**config.mk**
```make
export PLATFORM = sky130hd
export DESIGN_NAME = cvxif_copro_router
export DESIGN_NICKNAME = d
export VERILOG_FILES = /design/src/rtl/cvxif_router_pkg.sv /design/src/rtl/rr_arb_nc.sv /design/src/rtl/cvxif_copro_router.sv
export SDC_FILE = /design/constraint.sdc
export NUM_CORES = 1
export LEC_CHECK = 0
export BUFFER_PORTS_ARGS = -buffer_cell sky130_fd_sc_hd__buf_2
export CORE_AREA = 5 5 118 120
export CTS_BUF_LIST = sky130_fd_sc_hd__clkbuf_8 sky130_fd_sc_hd__clkbuf_16
export DETAILED_ROUTE_END_ITERATION = 10
export DIE_AREA = 0 0 123 125
export PLACE_DENSITY_LB_ADDON = 0.12
export SYNTH_ARGS = -nofsm -noshare
export SYNTH_HDL_FRONTEND = slang
export SYNTH_SLANG_ARGS = --single-unit
```
**constraint.sdc**
```tcl
create_clock -name clk_i -period 3.8 [get_ports clk_i]
set_input_delay 0.76 -clock clk_i [delete_from_list [all_inputs] [get_ports clk_i]]
set_output_delay 0.76 -clock clk_i [all_outputs]
set_load 0.01 [all_outputs]
```
**src/rtl/cvxif_router_pkg.sv**
```systemverilog
`default_nettype none
// ============================================================================
// Module   : cvxif_router_pkg
// Purpose  : Shared types and constants for the CV-X-IF coprocessor router.
//            Holds the major-opcode width and the default-width packed
//            result record {id, data, rd, we} returned by a coprocessor.
// Revision : 1.0 - initial release
// ============================================================================
package cvxif_router_pkg;

    // Width of the RISC-V major opcode field (instr[6:0]).
    localparam int OpcodeWidth     = 7;

    // Default field widths of a coprocessor result record.
    localparam int ResIdWidth      = 3;
    localparam int ResDataWidth    = 64;
    localparam int ResRegAddrWidth = 5;

    // Layout of one coprocessor result, most significant field first.
    typedef struct packed {
        logic [ResIdWidth-1:0]      id;
        logic [ResDataWidth-1:0]    data;
        logic [ResRegAddrWidth-1:0] rd;
        logic                       we;
    } result_t;

endpackage : cvxif_router_pkg
`default_nettype wire

```
**src/rtl/rr_arb_nc.sv**
```systemverilog
`default_nettype none
// ============================================================================
// Module   : rr_arb_nc
// Purpose  : N-input round-robin arbiter with an internal priority pointer.
//            Search starts at the pointer; after a grant the pointer moves to
//            the slot just past the winner.
// Ports    : clk, rst     - clock, synchronous active-high reset
//            i_req [N]    - request vector
//            i_en         - grant permitted this cycle
//            o_gnt [N]    - one-hot grant (zero when nothing granted)
//            o_idx        - index of the granted requester
//            o_any        - a grant is issued this cycle
// Revision : 1.0 - initial release
// ============================================================================
module rr_arb_nc #(
    parameter int N     = 2,
    parameter int IDX_W = (N > 1) ? $clog2(N) : 1
) (
    input  logic             clk,
    input  logic             rst,
    input  logic [N-1:0]     i_req,
    input  logic             i_en,
    output logic [N-1:0]     o_gnt,
    output logic [IDX_W-1:0] o_idx,
    output logic             o_any
);

    logic [IDX_W-1:0] r_ptr;

    always_comb begin
        int   w_c;
        logic w_found;
        o_gnt   = '0;
        o_idx   = '0;
        w_found = 1'b0;
        w_c     = 0;
        for (int k = 0; k < N; k++) begin
            // Walk the requesters circularly starting from the pointer.
            w_c = int'(r_ptr) + k;
            if (w_c >= N) begin
                w_c = w_c - N;
            end
            if (i_en && !w_found && i_req[IDX_W'(w_c)]) begin
                w_found = 1'b1;
                o_idx   = IDX_W'(w_c);
            end
        end
        if (w_found) begin
            o_gnt[o_idx] = 1'b1;
        end
        o_any = w_found;
    end

    always_ff @(posedge clk) begin
        if (rst) begin
            r_ptr <= '0;
        end else if (o_any) begin
            r_ptr <= (o_idx == IDX_W'(N - 1)) ? '0 : o_idx + 1'b1;
        end
    end

endmodule : rr_arb_nc
`default_nettype wire

```
**src/rtl/cvxif_copro_router.sv**
```systemverilog
`default_nettype none
// ============================================================================
// Module   : cvxif_copro_router
// Purpose  : Connects one CVA6 CV-X-IF port to NrCopro coprocessors. Issues
//            are steered by major opcode, in-flight ids are tracked with
//            their owner, commit/kill is forwarded to the owner, and results
//            are round-robin merged into one registered result channel.
// Ports    : clk_i, rst_i          - clock, synchronous active-high reset
//            issue_*               - core issue channel
//            commit_*              - core commit/kill strobe
//            result_*              - registered result channel to the core
//            cp_issue_*            - per-coprocessor issue (instr/id broadcast)
//            cp_commit_*           - per-coprocessor commit strobe
//            cp_result_*           - per-coprocessor results, packed
//                                    {id,data,rd,we}, ready acts as grant
//            err_o                 - sticky protocol error
// Revision : 1.0 - initial release
// ============================================================================
module cvxif_copro_router
    import cvxif_router_pkg::*;
#(
    parameter int NrCopro      = 2,
    parameter int IdWidth      = 3,
    parameter int InstrWidth   = 32,
    parameter int ResultWidth  = 64,
    parameter int RegAddrWidth = 5,
    parameter logic [OpcodeWidth-1:0] CoproOpcode [NrCopro] = '{7'h0B, 7'h2B}
) (
    input  logic                      clk_i,
    input  logic                      rst_i,
    input  logic                      issue_valid_i,
    output logic                      issue_ready_o,
    input  logic [InstrWidth-1:0]     issue_instr_i,
    input  logic [IdWidth-1:0]        issue_id_i,
    output logic                      issue_accept_o,
    input  logic                      commit_valid_i,
    input  logic [IdWidth-1:0]        commit_id_i,
    input  logic                      commit_kill_i,
    output logic                      result_valid_o,
    input  logic                      result_ready_i,
    output logic [IdWidth-1:0]        result_id_o,
    output logic [ResultWidth-1:0]    result_data_o,
    output logic [RegAddrWidth-1:0]   result_rd_o,
    output logic                      result_we_o,
    output logic [NrCopro-1:0]        cp_issue_valid_o,
    input  logic [NrCopro-1:0]        cp_issue_ready_i,
    output logic [InstrWidth-1:0]     cp_issue_instr_o,
    output logic [IdWidth-1:0]        cp_issue_id_o,
    output logic [NrCopro-1:0]        cp_commit_valid_o,
    output logic [IdWidth-1:0]        cp_commit_id_o,
    output logic                      cp_commit_kill_o,
    input  logic [NrCopro-1:0]        cp_result_valid_i,
    output logic [NrCopro-1:0]        cp_result_ready_o,
    input  logic [NrCopro*(IdWidth+ResultWidth+RegAddrWidth+1)-1:0] cp_result_i,
    output logic                      err_o
);

    localparam int SelW  = (NrCopro > 1) ? $clog2(NrCopro) : 1;
    localparam int ResW  = IdWidth + ResultWidth + RegAddrWidth + 1;
    localparam int Depth = 1 << IdWidth;

    // Id table: in-flight flag and owning coprocessor per id.
    logic [Depth-1:0]        r_inflight;
    logic [SelW-1:0]         r_owner [Depth];

    // Result register towards the core.
    logic                    r_res_valid;
    logic [IdWidth-1:0]      r_res_id;
    logic [ResultWidth-1:0]  r_res_data;
    logic [RegAddrWidth-1:0] r_res_rd;
    logic                    r_res_we;
    logic                    r_err;

    logic                    w_match;
    logic [SelW-1:0]         w_sel;
    logic                    w_busy;
    logic                    w_issue_fire;
    logic                    w_commit_hit;
    logic                    w_kill_hit;
    logic                    w_grant_en;
    logic                    w_gnt;
    logic [SelW-1:0]         w_gnt_idx;
    logic [ResW-1:0]         w_cp_res [NrCopro];
    logic [ResW-1:0]         w_gnt_res;
    logic [IdWidth-1:0]      w_gnt_id;
    logic                    w_res_ok;
    logic                    w_res_clear;
    logic [InstrWidth-1:0]   w_unused_instr;

    assign w_unused_instr = issue_instr_i;

    // ------------------------------------------------------------------
    // Issue routing: lowest-index opcode match wins.
    // ------------------------------------------------------------------
    always_comb begin
        w_match = 1'b0;
        w_sel   = '0;
        for (int i = NrCopro - 1; i >= 0; i--) begin
            if (issue_instr_i[OpcodeWidth-1:0] == CoproOpcode[i]) begin
                w_match = 1'b1;
                w_sel   = SelW'(i);
            end
        end
    end

    // ------------------------------------------------------------------
    // Result arbitration
    // ------------------------------------------------------------------
    for (genvar gi = 0; gi < NrCopro; gi++) begin : g_unpack
        assign w_cp_res[gi] = cp_result_i[gi*ResW +: ResW];
    end

    // A new result may be taken when the register is empty or draining.
    assign w_grant_en = !r_res_valid || result_ready_i;

    rr_arb_nc #(
        .N     (NrCopro),
        .IDX_W (SelW)
    ) u_arb (
        .clk   (clk_i),
        .rst   (rst_i),
        .i_req (cp_result_valid_i),
        .i_en  (w_grant_en),
        .o_gnt (cp_result_ready_o),
        .o_idx (w_gnt_idx),
        .o_any (w_gnt)
    );

    assign w_gnt_res  = w_cp_res[w_gnt_idx];
    assign w_gnt_id   = w_gnt_res[ResW-1 -: IdWidth];

    assign w_commit_hit = commit_valid_i && r_inflight[commit_id_i];
    assign w_kill_hit   = w_commit_hit && commit_kill_i;

    // A same-cycle kill of the granted id takes priority over its result.
    assign w_res_ok    = r_inflight[w_gnt_id] && (r_owner[w_gnt_id] == w_gnt_idx)
                         && !(w_kill_hit && (commit_id_i == w_gnt_id));
    assign w_res_clear = w_gnt && w_res_ok;

    // An id being retired by a result this cycle is already free for issue.
    assign w_busy = r_inflight[issue_id_i] && !(w_res_clear && (w_gnt_id == issue_id_i));

    assign issue_ready_o  = !w_busy && (!w_match || cp_issue_ready_i[w_sel]);
    assign issue_accept_o = w_match;
    assign w_issue_fire   = issue_valid_i && issue_ready_o && w_match;

    always_comb begin
        cp_issue_valid_o = '0;
        if (issue_valid_i && !w_busy && w_match) begin
            cp_issue_valid_o[w_sel] = 1'b1;
        end
    end

    assign cp_issue_instr_o = issue_instr_i;
    assign cp_issue_id_o    = issue_id_i;

    always_comb begin
        cp_commit_valid_o = '0;
        if (w_commit_hit) begin
            cp_commit_valid_o[r_owner[commit_id_i]] = 1'b1;
        end
    end

    assign cp_commit_id_o   = commit_id_i;
    assign cp_commit_kill_o = commit_kill_i;

    // ------------------------------------------------------------------
    // State
    // ------------------------------------------------------------------
    always_ff @(posedge clk_i) begin
        if (rst_i) begin
            r_inflight  <= '0;
            for (int j = 0; j < Depth; j++) begin
                r_owner[j] <= '0;
            end
            r_res_valid <= 1'b0;
            r_res_id    <= '0;
            r_res_data  <= '0;
            r_res_rd    <= '0;
            r_res_we    <= 1'b0;
            r_err       <= 1'b0;
        end else begin
            // Clears first, then the issue set, so an issue reusing an id
            // retired in the same cycle leaves the id in flight.
            if (w_res_clear) begin
                r_inflight[w_gnt_id] <= 1'b0;
            end
            if (w_kill_hit) begin
                r_inflight[commit_id_i] <= 1'b0;
            end
            if (w_issue_fire) begin
                r_inflight[issue_id_i] <= 1'b1;
                r_owner[issue_id_i]    <= w_sel;
            end

            if ((w_gnt && !w_res_ok) || (commit_valid_i && !r_inflight[commit_id_i])) begin
                r_err <= 1'b1;
            end

            if (w_res_clear) begin
                r_res_valid <= 1'b1;
                r_res_id    <= w_gnt_id;
                r_res_data  <= w_gnt_res[RegAddrWidth+1 +: ResultWidth];
                r_res_rd    <= w_gnt_res[1 +: RegAddrWidth];
                r_res_we    <= w_gnt_res[0];
            end else if (result_ready_i && r_res_valid) begin
                r_res_valid <= 1'b0;
            end
        end
    end

    assign result_valid_o = r_res_valid;
    assign result_id_o    = r_res_id;
    assign result_data_o  = r_res_data;
    assign result_rd_o    = r_res_rd;
    assign result_we_o    = r_res_we;
    assign err_o          = r_err;

endmodule : cvxif_copro_router
`default_nettype wire

```
==> results.ini <==
[worst_setup_path]
critPathKind = in -> out
crit_family = simple AND/OR/NAND/NOR gates
cp.arrival_ps = 2970
worst-path-buf-inv = 5
worstPathRequired_ps = 3040
slowest_delay_ps = 410
cp_max_fo = 5
start_kind = primary input
slowest_stage = o41a_1
cp_num_cells = 13
end_kind = output pin
reg2regPathDepth = 12
crit_path_start = cp_result_valid_i[0]
timing.rr.start = u_arb.r_ptr
crit_chain = buf_8, and2_4, nand2_4, inv_6, buf_6, mux2i_4, buf_12, o2111ai_2, and4_1, nand4_1, o41a_1, nor4b_2, buf_2

[clocking]
cts_buffers = 9
cts_hold_buf = 0
clk_pin_slew_ps = 70
htree_levels = 3
cts_buffer_depth = 2
insertion_delay_ps = 350
cts_tree = yes
cts.sinks = 92
root_buffer = clkbuf_16

[grt]
grt_max_degree = 107
grt_pass1_vias = 5452
gr-usage-all-layers_pct = 22.5
grt_pass1_wl_um = 27700
grt_overflow_total = 0
antenna_found_initial = 1

[floorplanning]
die_width_um = 123
core-area_um2 = 12900
die_area_um2 = 15400
io-pin-count = 316
fp.dieH_um = 125
start_util_pct = 40.1
rows = 42

[drt]
vias = 5706
first_iter_violations = 340
routed_wirelength_um = 18100
vias_per_cell = 5.39
route.antenna.remaining_nets = 0
firstDrtPassIters = 5
wire_per_inst_um = 17.1
drc = 0

[sta]
finClkSkew_ps = 9.01
maxSlewHeadroom_pct = 36.9
setup_viol = 0
period_share_pct = 98.2
worst_slew_pin_slew_ps = 946
fmax_mhz = 268
tns_ps = 0
rsz0062_at_grt = true
min_period_ps = 3730
drv_slew = 0
whs_ps = 489
hold_violations = 0

[power]
p_leak_nw = 3.15
vdd_drop_max_mv = 0.185
p_per_area_nw_per_um2 = 375

[yosys]
synthCells = 661
synth_warnings = 0
ys_seq_area_share_pct = 37.2
ys_seq_elements = 92
ys.flop_type = dfxtp_1
yosysUniqueCellTypes = 56
synth-edff-count = 8
netlist_area_um2 = 5170
async_reset_ff_share_pct = 0
synth_nets = 855
synth_area_per_cell_um2 = 7.82

[worst_hold_path]
min_path_cells = 2
hold_class = reg -> reg
hold_start = err_o

[run_status]
status = finished clean

[layout]
area_growth_pct = 32.8
antenna_cells = 0
fin_nets = 1072
layout-drive-gt1-share_pct = 39.0
final_common_cell = buf_2
final_cell_mix = buf_2 (261), nand2_1 (174), nor2_1 (86)

[placed_design]
place.gp.congestion = 0.925
dp_hpwl_um = 13600
port_buffers = 264

[run]
cap_violations = 0

registers in the layout, summed over array words and instances, names as in the netlist:
register,flops
result_data_o,64
r_inflight,8
r_owner,8
result_rd_o,5
result_id_o,3
err_o,1
result_valid_o,1
result_we_o,1
u_arb.r_ptr,1
cells in the mapped netlist, types with 3 or more instances:
| master | count | share of area (%) |
|---|---|---|
| nand2_1 | 174 | 13 |
| nor2_1 | 86 | 6.2 |
| dfxtp_1 | 84 | 33 |
| a311oi_1 | 72 | 12 |
| buf_4 | 46 | 6.7 |
| clkbuf_1 | 33 | 2.4 |
| nand3_1 | 16 | 1.5 |
| inv_1 | 13 | 0.94 |
| buf_2 | 12 | 1.2 |
| nor3_1 | 10 | 0.97 |
| o21ai_0 | 9 | 0.87 |
| edfxtp_1 | 8 | 4.6 |
| nand4_1 | 8 | 0.97 |
| a211oi_1 | 6 | 0.87 |
| nor2b_1 | 6 | 0.73 |
| xnor2_1 | 6 | 1.0 |
| mux2i_1 | 5 | 0.97 |
| nand2b_1 | 5 | 0.61 |
| and3_1 | 4 | 0.48 |
| and3b_1 | 4 | 0.68 |
| mux4_2 | 4 | 1.7 |
| o2111ai_1 | 4 | 0.68 |
| mux2_2 | 3 | 0.65 |
| o311ai_0 | 3 | 0.51 |
| o32ai_1 | 3 | 0.51 |
cell families after synthesis:
logic type             synth area share, %
XOR/XNOR                              1.02
AO/OA/AOI/OAI                         18.8
buffers and inverters                 11.4
flip-flops                            37.2
multiplexers                          4.07
AND/OR/NAND/NOR                       27.6
worst min-delay path, delay by kind of cell, from the launching register on:
family          cells  cell delay (ps)
compound gates      1               50
flops               1              340
simple gates        1               70
metal layers:
metal,up-vias,share of wire (%),wire length [um],GRT usage (%)
met5,-,0.061,11,0
li1,2740,-,-,-
met2,250,50,8980,38.6
met1,2659,39,6970,26.6
met3,55,8.2,1490,4.74
met4,2,3.4,612,10.4
final cells by class:
type / count / area, um2
clock buffer: 10 / 239
clock inverter: 6 / 38.8
fill: 1251 / 6010
inverter: 14 / 57.6
multi-input combinational: 463 / 2750
sequential: 92 / 1920
tap: 176 / 220
timing repair buffer: 298 / 1640
final timing paths:
check	end	slack, ps
hold reg to reg	err_o	490
setup / recovery	cp_issue_valid_o[0]	70
setup reg to reg	r_owner[2]	710
hold / removal	err_o	490
where the power goes:
| group | internal (mW) | switching (mW) | total [mW] | leakage (nW) |
|---|---|---|---|---|
| Clock | 0.460 | 0.389 | 0.849 | 0.140 |
| Sequential | 1.05 | 0.0375 | 1.09 | 0.767 |
| Combinational | 0.280 | 0.353 | 0.633 | 2.25 |
through the flow:
step / util (%) / instances / total power [mW] / worst slack (ps) / area, um2
finish: 53.3 / 1059 / 2.57 / 66.9 / 6860
global route: 53.3 / 1059 / 2.71 / -13.0 / 6860
CTS: 52.5 / 1055 / 2.59 / 4.27 / 6760
detailed placement: 49.9 / 1037 / 1.72 / -2.40 / 6430
global placement: 49.9 / 1037 / 1.71 / 53.6 / 6430
floorplan: - / 661 / 1.49 / 47.6 / 5170
timing repair:
item | CTS | global route
setup buffers | 2 | 4
setup endpoints to repair | 1 | 3
pin swaps | 5 | 9
resized for setup | 7 | 15
No activity file was read; power rests on OpenSTA's default activity.
